$ cat config.mk
export PLATFORM = sky130hd
export DESIGN_NAME = thresh_editor_flat
export DESIGN_NICKNAME = d
export VERILOG_FILES = /design/src/rtl/thresh_editor_pkg.sv /design/src/rtl/thresh_editor_if.sv /design/src/rtl/thresh_editor_key_edge.sv /design/src/rtl/thresh_editor.sv /design/src/flat_wrapper.sv
export SDC_FILE = /design/constraint.sdc
export NUM_CORES = 1
export LEC_CHECK = 0
export CAP_MARGIN = 10
export CORE_MARGIN = 8
export CORE_UTILIZATION = 52
export DETAILED_ROUTE_END_ITERATION = 6
export MAX_ROUTING_LAYER = met4
export PLACE_DENSITY = 0.76
export SYNTH_ARGS = -nofsm -noshare
export SYNTH_HDL_FRONTEND = slang
export SYNTH_SLANG_ARGS = --single-unit
$ cat constraint.sdc
create_clock -name clk -period 2.15 [get_ports clk]
set_input_delay 0.215 -clock clk [delete_from_list [all_inputs] [get_ports clk]]
set_output_delay 0.215 -clock clk [all_outputs]
set_load 0.01 [all_outputs]
$ cat src/rtl/thresh_editor_pkg.sv
// Shared types and BCD digit helpers for the alarm-threshold editor.
// Optional feature macro used by the top: THRESH_TIMEOUT_EN (edit auto-abort).
package thresh_pkg;

    // Editor mode: IDLE shows the committed value, EDIT owns the working copy.
    typedef enum logic {
        IDLE = 1'b0,
        EDIT = 1'b1
    } state_t;

    // One BCD digit.
    typedef logic [3:0] bcd_t;

    // Increment with 9 -> 0 wrap; a malformed digit (>9) is treated as 9.
    function automatic bcd_t bcd_inc(input bcd_t d);
        bcd_t v;
        v = (d > 4'd9) ? 4'd9 : d;
        return (v == 4'd9) ? 4'd0 : v + 4'd1;
    endfunction

    // Decrement with 0 -> 9 wrap; a malformed digit (>9) is treated as 9.
    function automatic bcd_t bcd_dec(input bcd_t d);
        bcd_t v;
        v = (d > 4'd9) ? 4'd9 : d;
        return (v == 4'd0) ? 4'd9 : v - 4'd1;
    endfunction

endpackage

$ cat src/rtl/thresh_editor_if.sv
// Front-panel key levels in, committed/display values out.
// Keys are plain debounced levels: there is no valid/ready handshake on this
// bus; every output is a registered level except commit_pulse, a 1-cycle strobe.
interface thresh_editor_if #(
    parameter int DIGITS = 3
) ();
    import thresh_pkg::*;

    localparam int SEL_W = (DIGITS > 1) ? $clog2(DIGITS) : 1;

    logic                  key_mode;
    logic                  key_sel;
    logic                  key_inc;
    logic                  key_dec;
    logic [4*DIGITS-1:0]   thresh_bcd;
    logic [4*DIGITS-1:0]   edit_bcd;
    logic                  edit_active;
    logic [SEL_W-1:0]      digit_sel;
    logic                  blink;
    logic                  commit_pulse;
    state_t                state_dbg;

    // Key source / display side.
    modport master (
        output key_mode, key_sel, key_inc, key_dec,
        input  thresh_bcd, edit_bcd, edit_active, digit_sel, blink,
               commit_pulse, state_dbg
    );

    // Editor side.
    modport slave (
        input  key_mode, key_sel, key_inc, key_dec,
        output thresh_bcd, edit_bcd, edit_active, digit_sel, blink,
               commit_pulse, state_dbg
    );

endinterface

$ cat src/rtl/thresh_editor_key_edge.sv
// Key front end: 2-FF synchroniser followed by a registered rising-edge pulse.
// The detector only arms after it has seen the synchronised key low, so a key
// held high through reset release never produces an edge.
module key_edge (
    input  logic clk,
    input  logic rst_n,
    input  logic key_in,
    output logic key_rise
);

    logic       sync1_q;
    logic       sync2_q;
    logic       sync2_d_q;
    logic [1:0] primed_q;
    logic       seen_low_q;
    logic       rise_q;

    // Synchronise the raw key, remember its last value and emit a 1-cycle rise.
    always_ff @(posedge clk or negedge rst_n) begin
        if (!rst_n) begin
            sync1_q    <= 1'b0;
            sync2_q    <= 1'b0;
            sync2_d_q  <= 1'b0;
            primed_q   <= 2'b00;
            seen_low_q <= 1'b0;
            rise_q     <= 1'b0;
        end else begin
            sync1_q    <= key_in;
            sync2_q    <= sync1_q;
            sync2_d_q  <= sync2_q;
            // primed_q[1] marks that sync2_q now carries a real sample, not reset value
            primed_q   <= {primed_q[0], 1'b1};
            seen_low_q <= seen_low_q | (primed_q[1] & ~sync2_q);
            rise_q     <= sync2_q & ~sync2_d_q & seen_low_q;
        end
    end

    assign key_rise = rise_q;

endmodule

$ cat src/rtl/thresh_editor.sv
// Alarm-threshold editor: holds a committed BCD threshold and edits a working
// copy digit by digit from four front-panel keys.
// Optional: define THRESH_TIMEOUT_EN to abort an idle edit after TIMEOUT_CYC cycles.
module thresh_editor
    import thresh_pkg::*;
#(
    parameter int                  DIGITS      = 3,
    parameter logic [4*DIGITS-1:0] RESET_BCD   = 'h200,
    parameter int                  BLINK_DIV   = 12_500_000,
    parameter int                  TIMEOUT_CYC = 250_000_000
) (
    input  logic           clk,
    input  logic           rst_n,
    thresh_editor_if.slave bus
);

    localparam int W       = 4 * DIGITS;
    localparam int SEL_W   = (DIGITS > 1) ? $clog2(DIGITS) : 1;
    localparam int BLINK_W = $clog2(BLINK_DIV);

    // Key edges, one cycle wide, three cycles after the raw key rises.
    logic mode_e, sel_e, inc_e, dec_e;

    key_edge u_mode (.clk(clk), .rst_n(rst_n), .key_in(bus.key_mode), .key_rise(mode_e));
    key_edge u_sel  (.clk(clk), .rst_n(rst_n), .key_in(bus.key_sel),  .key_rise(sel_e));
    key_edge u_inc  (.clk(clk), .rst_n(rst_n), .key_in(bus.key_inc),  .key_rise(inc_e));
    key_edge u_dec  (.clk(clk), .rst_n(rst_n), .key_in(bus.key_dec),  .key_rise(dec_e));

    state_t             state_q, state_d;
    logic [W-1:0]       thresh_q, thresh_d;
    logic [W-1:0]       work_q, work_d;
    logic [SEL_W-1:0]   sel_q, sel_d;
    logic               commit_q, commit_d;
    logic               blink_q, blink_d;
    logic [BLINK_W-1:0] blink_cnt_q, blink_cnt_d;

    logic mode_ok, sel_ok, inc_ok, dec_ok;
    logic accepted;
    logic timeout_hit;
    bcd_t cur_digit;

    // mode+sel cancel each other; mode beats inc/dec; inc+dec cancel each other.
    assign mode_ok = mode_e & ~sel_e;
    assign sel_ok  = sel_e & ~mode_e;
    assign inc_ok  = inc_e & ~dec_e & ~mode_ok;
    assign dec_ok  = dec_e & ~inc_e & ~mode_ok;

    assign cur_digit = work_q[4*int'(sel_q) +: 4];

`ifdef THRESH_TIMEOUT_EN
    localparam int TO_W = $clog2(TIMEOUT_CYC + 1);

    logic [TO_W-1:0] to_cnt_q;

    // Count EDIT cycles since the last accepted edge; any other case restarts it.
    always_ff @(posedge clk or negedge rst_n) begin
        if (!rst_n) begin
            to_cnt_q <= '0;
        end else if (state_q != EDIT || accepted || timeout_hit) begin
            to_cnt_q <= '0;
        end else begin
            to_cnt_q <= to_cnt_q + 1'b1;
        end
    end

    assign timeout_hit = (state_q == EDIT) && (to_cnt_q == TO_W'(TIMEOUT_CYC - 1));
`else
    // Timeout is compiled out: EDIT lasts until the next mode edge.
    assign timeout_hit = (TIMEOUT_CYC < 0) && 1'b0;
`endif

    // Next-state, working-copy edits, commit strobe and blink generation.
    always_comb begin
        state_d     = state_q;
        thresh_d    = thresh_q;
        work_d      = work_q;
        sel_d       = sel_q;
        commit_d    = 1'b0;
        blink_d     = blink_q;
        blink_cnt_d = blink_cnt_q;
        accepted    = 1'b0;

        case (state_q)
            IDLE: begin
                // Working copy shadows the committed value so edit_bcd tracks it.
                work_d      = thresh_q;
                blink_d     = 1'b1;
                blink_cnt_d = '0;
                if (mode_ok) begin
                    sel_d   = '0;
                    state_d = EDIT;
                end
            end
            EDIT: begin
                if (timeout_hit) begin
                    // Abort: drop the working copy, no commit strobe.
                    work_d      = thresh_q;
                    blink_d     = 1'b1;
                    blink_cnt_d = '0;
                    state_d     = IDLE;
                end else if (mode_ok) begin
                    thresh_d    = work_q;
                    commit_d    = 1'b1;
                    blink_d     = 1'b1;
                    blink_cnt_d = '0;
                    state_d     = IDLE;
                end else begin
                    // Value change lands on the current digit before sel advances.
                    if (inc_ok) begin
                        work_d[4*int'(sel_q) +: 4] = bcd_inc(cur_digit);
                        accepted = 1'b1;
                    end
                    if (dec_ok) begin
                        work_d[4*int'(sel_q) +: 4] = bcd_dec(cur_digit);
                        accepted = 1'b1;
                    end
                    if (sel_ok) begin
                        sel_d    = (sel_q == SEL_W'(DIGITS - 1)) ? '0 : sel_q + 1'b1;
                        accepted = 1'b1;
                    end
                    if (accepted) begin
                        blink_d     = 1'b1;
                        blink_cnt_d = '0;
                    end else if (blink_cnt_q == BLINK_W'(BLINK_DIV - 1)) begin
                        blink_d     = ~blink_q;
                        blink_cnt_d = '0;
                    end else begin
                        blink_cnt_d = blink_cnt_q + 1'b1;
                    end
                end
            end
            default: begin
                state_d = IDLE;
            end
        endcase
    end

    // State and datapath registers; reset discards any edit in progress.
    always_ff @(posedge clk or negedge rst_n) begin
        if (!rst_n) begin
            state_q     <= IDLE;
            thresh_q    <= RESET_BCD;
            work_q      <= RESET_BCD;
            sel_q       <= '0;
            commit_q    <= 1'b0;
            blink_q     <= 1'b1;
            blink_cnt_q <= '0;
        end else begin
            state_q     <= state_d;
            thresh_q    <= thresh_d;
            work_q      <= work_d;
            sel_q       <= sel_d;
            commit_q    <= commit_d;
            blink_q     <= blink_d;
            blink_cnt_q <= blink_cnt_d;
        end
    end

    assign bus.thresh_bcd   = thresh_q;
    assign bus.edit_bcd     = work_q;
    assign bus.edit_active  = (state_q == EDIT);
    assign bus.digit_sel    = sel_q;
    assign bus.blink        = blink_q;
    assign bus.commit_pulse = commit_q;
    assign bus.state_dbg    = state_q;

endmodule

$ cat src/flat_wrapper.sv
// flat-port wrapper written by rule: the top's interface ports become plain ports
module thresh_editor_flat import thresh_pkg::*;
#(
    parameter int                  DIGITS      = 3,
    parameter logic [4*DIGITS-1:0] RESET_BCD   = 'h200,
    parameter int                  BLINK_DIV   = 12_500_000,
    parameter int                  TIMEOUT_CYC = 250_000_000
)
  (clk, rst_n, bus_key_mode, bus_key_sel, bus_key_inc, bus_key_dec, bus_thresh_bcd, bus_edit_bcd, bus_edit_active, bus_digit_sel, bus_blink, bus_commit_pulse, bus_state_dbg);
  thresh_editor_if #(.DIGITS(DIGITS)) bus_i ();
  input  logic clk;
  input  logic rst_n;
  input wire logic [$bits(bus_i.key_mode)-1:0] bus_key_mode;
  input wire logic [$bits(bus_i.key_sel)-1:0] bus_key_sel;
  input wire logic [$bits(bus_i.key_inc)-1:0] bus_key_inc;
  input wire logic [$bits(bus_i.key_dec)-1:0] bus_key_dec;
  output wire logic [$bits(bus_i.thresh_bcd)-1:0] bus_thresh_bcd;
  output wire logic [$bits(bus_i.edit_bcd)-1:0] bus_edit_bcd;
  output wire logic [$bits(bus_i.edit_active)-1:0] bus_edit_active;
  output wire logic [$bits(bus_i.digit_sel)-1:0] bus_digit_sel;
  output wire logic [$bits(bus_i.blink)-1:0] bus_blink;
  output wire logic [$bits(bus_i.commit_pulse)-1:0] bus_commit_pulse;
  output wire logic [$bits(bus_i.state_dbg)-1:0] bus_state_dbg;
  assign bus_i.key_mode = bus_key_mode;
  assign bus_i.key_sel = bus_key_sel;
  assign bus_i.key_inc = bus_key_inc;
  assign bus_i.key_dec = bus_key_dec;
  assign bus_thresh_bcd = bus_i.thresh_bcd;
  assign bus_edit_bcd = bus_i.edit_bcd;
  assign bus_edit_active = bus_i.edit_active;
  assign bus_digit_sel = bus_i.digit_sel;
  assign bus_blink = bus_i.blink;
  assign bus_commit_pulse = bus_i.commit_pulse;
  assign bus_state_dbg = bus_i.state_dbg;
  thresh_editor #(.DIGITS(DIGITS), .RESET_BCD(RESET_BCD), .BLINK_DIV(BLINK_DIV), .TIMEOUT_CYC(TIMEOUT_CYC)) u_core (.clk(clk), .rst_n(rst_n), .bus(bus_i));
endmodule
Word level (Yosys, flattened, before mapping)

Index checks and enable logic that the tools add are counted.

Reduce and logical (&&, ||, !) cells: 3
Equal/unequal tests: 7
Order comparisons: 1
Add/sub/neg operators: 5
Shift-type cells: 4
Multiplexer cells: 33
Bitwise operators: 37

Operators by type and width:

| operator                  | number |
|---|---|
| $mux W24                  | 3 |
| $shiftx A4 B33 Y12        | 2 |
| $mux W12                  | 5 |
| $pmux W24 S2              | 1 |
| $neg A4 Y33               | 1 |
| $shift A4 B33 Y12 const A | 1 |
| $add A24 B1 Y24 const B   | 1 |
| $bwmux W12                | 2 |
| $eq A24 B24 Y1 const B    | 1 |
| $pmux W12 S2              | 1 |
| $and A1 B1 Y1             | 18 |
| $not A1 Y1                | 15 |
| $mux W4                   | 3 |
| $shiftx A12 B5 Y4         | 1 |
| $mux W1                   | 11 |
| $mux W2                   | 4 |
| $add A4 B1 Y4 const B     | 1 |
| $eq A4 B4 Y1 const B      | 1 |
| $gt A4 B4 Y1 const B      | 1 |
| $logic_not A4 Y1          | 1 |
| $ne A2 B2 Y1 const B      | 2 |
| $ne A4 B4 Y1 const B      | 1 |
| $or A1 B1 Y1              | 4 |
| $pmux W1 S2               | 2 |
| other kinds (7)           | 7 |

Output and inout bits: 30
Bits of input ports: 6
Bits in registers: 81
Logic and storage cells: 121

Depth between registers and ports, before layout

Depth in word-level cells: 14
Depth in mapped cells: 10
Gate-level depth less buffers: 9

By module

From an unflattened synthesis, not the netlist that was laid out.

Cell total of the unflattened synthesis: 375
Area total of the unflattened synthesis: 3,861.2 um^2

Modules (own cells, without submodules):

| module        | seq. area each (um^2) | area an instance (um^2) | instances | cells an instance |
|---|---|---|---|---|
| thresh_editor | 1,330.0               | 3,070.4                 | 1         | 327 |
| key_edge      | 175.2                 | 197.7                   | 4         | 12 |

Least setup slack after synthesis

OpenSTA, ideal clock, no wires.

Kind: reg-to-reg
Start point: reg u_core.sel_q[1] (netlist: u_core.bus.digit_sel[1])
End point: reg u_core.work_q[0] (netlist: u_core.bus.edit_bcd[0])
Required time: 2.073 ns
Library setup time: 0.077 ns
Cell stages (with the launch flop): 7
Slack: -0.104 ns
Buffers on the path: 1
Arrival time: 2.177 ns
Clock period less this slack: 2.254 ns
Path through: dfrtp_1 buf_2 inv_1 ha_1 or4bb_1 or4b_1 a21oi_1

Cells in the longest elaborated chain, start to end: 14
Elaborated cells on any way between the ends: 21
Those cells by class: add/sub: 3; order compare: 1; eq/ne: 1; shift: 4; mux: 11; reduce/logical: 1

RTL lines:

| item                                                 | RTL line                                         | RTL |
|---|---|---|
| start, declared                                      | thresh_editor.sv:32                              | `logic [SEL_W-1:0] sel_q, sel_d;` |
| start signal, assigned                               | thresh_editor.sv:152                             | `sel_q <= sel_d;` |
| $shiftx A12 B5 Y4                                    | thresh_editor.sv:48                              | `assign cur_digit = work_q[4*int'(sel_q) +: 4];` |
| $gt A4 B4 Y1                                         | thresh_editor_pkg.sv:17, thresh_editor_pkg.sv:24 |  |
| $mux W4                                              | thresh_editor_pkg.sv:17, thresh_editor_pkg.sv:24 |  |
| $add A4 B1 Y4 / $eq A4 B4 Y1 (equally long branches) | thresh_editor_pkg.sv:18                          | `return (v == 4'd9) ? 4'd0 : v + 4'd1;` |
| $mux W4                                              | thresh_editor_pkg.sv:18                          |  |
| $shiftx A4 B33 Y12                                   | thresh_editor.sv:110                             | `work_d[4*int'(sel_q) +: 4] = bcd_inc(cur_digit);` |
| $bwmux W12                                           | thresh_editor.sv:110                             |  |
| $mux W12                                             | thresh_editor.sv:109                             | `if (inc_ok) begin` |
| $mux W12                                             | thresh_editor.sv:101                             | `end else if (mode_ok) begin` |
| $mux W12                                             | thresh_editor.sv:83                              | `case (state_q)` |
| $bwmux W12                                           | thresh_editor.sv:114                             | `work_d[4*int'(sel_q) +: 4] = bcd_dec(cur_digit);` |
| $mux W12 (*)                                         | thresh_editor.sv:113                             | `if (dec_ok) begin` |
| $mux W12 (*)                                         | thresh_editor.sv:101                             |  |
| $pmux W12 S2 (*)                                     | thresh_editor.sv:83                              |  |
| end signal, assigned                                 | thresh_editor.sv:151                             | `work_q <= work_d;` |
| end, declared                                        | thresh_editor.sv:31                              | `logic [W-1:0] work_q, work_d;` |

Every way passes the cells marked *; elsewhere a longest branch is shown, timed or not. The select of a mux whose other input is x is not followed.
A chain may end at the register's enable or synchronous reset.

Final worst setup path

Start point: reg u_core.sel_q[0] (netlist: u_core.bus.digit_sel[0])
End point: reg u_core.work_q[7] (netlist: u_core.bus.edit_bcd[7])

Same word-level chain as after synthesis.

==> run summary <==
status -> complete, no violations
YS warnings -> 0
core area -> 0.007292 sq mm
WL met3 -> 505 um
CP endpoint -> u_core.bus.edit_bcd[7]
Setup Skew -> 11.31 ps
sequential fraction of the synthesis area -> 47.74%
Synth area leader -> dfrtp_1
worst skew pair latency -> 360 ps
Slew HR -> 60.55%
Tot GR Track Use -> 19.50%
setup TNS -> 0 ps
first-pass GRT wire length -> 15,480 um
Fillers -> 576
Design Area, Final -> 0.005049 sq mm
count of cell types in the netlist -> 70
Slew Viols, Final -> 0
flip-flop and latch count after synthesis -> 75
largest net degree at the start of global routing -> 56
Die Area -> 0.01062 sq mm
final setup violation count -> 0
Setup CP Type -> register to register
post-synthesis simple-gate area fraction -> 22.78%
Synth Instances -> 379
Synth Area in Compound Gates -> 13.37%
Metal-1 WL -> 4044 um
Period minus WS final -> 2090 ps
flop2flop setup slack -> 60 ps
Synth Area in Adders -> 2.859%
Total Nets Final -> 476
Worst R2R End -> u_core.bus.edit_bcd[7]
initial antenna violation count -> 0
number of synthesized flops with an enable pin -> 0
initial DRC count -> 144
H-Tree Depth -> 3
DR DRC count -> 0
post-synthesis cell area -> 0.003939 sq mm
Critical Path RT -> 2390 ps
crit path capture type -> register
reg-to-reg startpoint -> u_core.bus.digit_sel[0]
placed insts -> 547
DRT Pass-1 Iters -> 4
period utilization -> 97.20%
clock buffer depth -> 2
CP Launch Type -> register
area share of the largest cell type after synthesis -> 45.74%
diode count -> 0
top layer in use -> met4
Initial Util -> 54.02%
total grt overflow -> 0
Post-Syn Nets -> 394
list of most frequent post-synthesis cells -> dfrtp_1, nand2_1, nor2_1, nor2_2, nand3_1
most frequent cell after synthesis -> dfrtp_1
IO Port Bufs -> 35
Post-Route WL -> 9667 um
die width -> 103.0 um
fraction of registers with async set/reset -> 100.0%
Max Fanout on Critical Path -> 7
met2 routed WL -> 4868 um
CTS Root Cell -> clkbuf_8
final cell count without fillers -> 565
Reg2Reg Depth -> 8
die height -> 103.0 um
setup ws final -> 60.12 ps
pwr/cell area -> 1291 mW/mm^2
RSZ-0062 raised after global routing -> true
GPL Wtd Cong -> 0.9487
vias in the first global route -> 3,216
area grow syn2layout -> 28.18%
combinational family with the most area after synthesis -> simple AND/OR/NAND/NOR gates
leakage power -> 2.141 nW
hold slack -> 282.0 ps
pin slew with the least headroom to its limit -> 586.4 ps
top post-synthesis cells by area -> dfrtp_1, nor2_2, nand2_1, ha_1, nor2_1
fmax -> 478.5 MHz
clock sinks -> 75
pre-CTS setup slack -> -113.4 ps
xor and xnor area share after synthesis -> 5.527%
Max-cap violations -> 0
via/cell ratio -> 5.619
io pins -> 36
post-synthesis mux area share -> 3.939%
CTS Buf Count -> 9
cell row count -> 31
CP Launch Point -> u_core.bus.digit_sel[0]
crit path DAT -> 2330 ps
HPWL Detailed -> 7127 um
Mapped Avg Cell Area -> 10.39 sq um
Fin. Hold Viols -> 0
Antenna Violating Nets Remaining -> 0
Worst Hold Class -> input port to async pin
CTS tree -> yes
Clock transition at path regs -> 90 ps
vias -> 3,175
per-cell routed wire length -> 17.11 um
Top FF cell, synth -> dfrtp_1
share of cells above drive strength 1 -> 29.61%
worst vdd ir -> 0.6276 mV
dpl cell area -> 0.004708 sq mm
[layer usage]
layer	GRT usage [%]	vias up
met3	3.781	19
met4	9.344	0
li1	-	1520
met1	22.08	1565
met5	-	-
met2	32.51	71
[cells by family (layout without fill, tap and decap cells)]
| kind of cell | Yosys count | count (layout) |
|---|---|---|
| multiplexers | 14 | 14 |
| XOR/XNOR | 24 | 24 |
| AO/OA/AOI/OAI | 68 | 68 |
| AND/OR/NAND/NOR | 161 | 161 |
| buffers and inverters | 27 | 114 |
| adder cells (fa/ha/maj) | 9 | 9 |
| other | 1 | 1 |
| flip-flops | 75 | 75 |
[how the worst min path moves through the flow]
stage                      startpoint                        to  slack, ps  cells after the start
after floorplan                 rst_n     u_core.blink_cnt_q[0]        -80                      0
after global placement          rst_n  u_core.bus.thresh_bcd[2]        130                      1
after detailed placement        rst_n  u_core.bus.thresh_bcd[2]        130                      1
after CTS                 bus_key_sel      u_core.u_sel.sync1_q        280                      1
after global routing      bus_key_inc      u_core.u_inc.sync1_q        280                      1
final                           rst_n  u_core.bus.thresh_bcd[2]        280                      2
[timing repair]
| item | CTS | global route |
|---|---|---|
| cloned | 0 | 0 |
| resized for setup | 4 | 22 |
| pin swaps | 0 | 5 |
| setup buffers | 0 | 1 |
| hold buffers | 1 | 0 |
| endpoints found under the setup margin | 6 | 12 |
| endpoints found under the hold margin | 18 | 0 |
[registers in the layout, summed over array words and instances, names as in the netlist, 2 cells and up]
name / cells
u_core.bus.edit_bcd: 12
u_core.blink_cnt_q: 24
u_core.bus.digit_sel: 2
u_core.bus.thresh_bcd: 12
[worst max-delay path, cell delays in order, from the launching register on]
cell	delay (ps)
dfrtp_2	470
buf_4	160
mux2i_4	250
a2bb2oi_2	220
buf_4	140
buf_4	110
nand4_2	90
nor4b_1	170
or3_1	350
[through the flow]
| step | utilization (%) | power, mW |
|---|---|---|
| floorplan | - | 3.600 |
| global placement | 64.57 | 5.052 |
| detailed placement | 64.57 | 5.064 |
| CTS | 67.78 | 6.264 |
| global route | 69.23 | 6.899 |
| finish | 69.23 | 6.519 |
[placed cells by master, fill, tap and decap left out, types with 12 or more instances in the layout]
cell type | netlist | final
dfrtp_1 | 72 | 71
buf_4 | 2 | 46
clkdlybuf4s50_1 | 0 | 34
nand2_1 | 31 | 30
nor2_1 | 28 | 26
nor2_2 | 20 | 22
nand3_1 | 15 | 15
nand4_1 | 14 | 14
a21oi_1 | 14 | 13
inv_1 | 13 | 12
xnor2_1 | 12 | 12
[final cells by class]
type | count | area, sq um | area share [%]
Multi-Input combinational cell | 277 | 2026 | 40.12
Sequential cell | 75 | 1882 | 37.27
Timing Repair Buffer | 84 | 755.7 | 14.97
Clock buffer | 9 | 123.9 | 2.454
Tap cell | 99 | 123.9 | 2.454
Clock inverter | 7 | 85.08 | 1.685
Inverter | 14 | 52.55 | 1.041
[where the power goes]
part / switching, mW / total [mW] / internal [mW] / leakage, nW
Clock: 0.590 / 1.15 / 0.558 / 0.0999
Sequential: 0.249 / 1.89 / 1.64 / 0.952
Combinational: 1.77 / 3.48 / 1.71 / 1.09
Total: 2.61 / 6.52 / 3.91 / 2.14
Note: power is estimated with default switching activity, not from simulation.
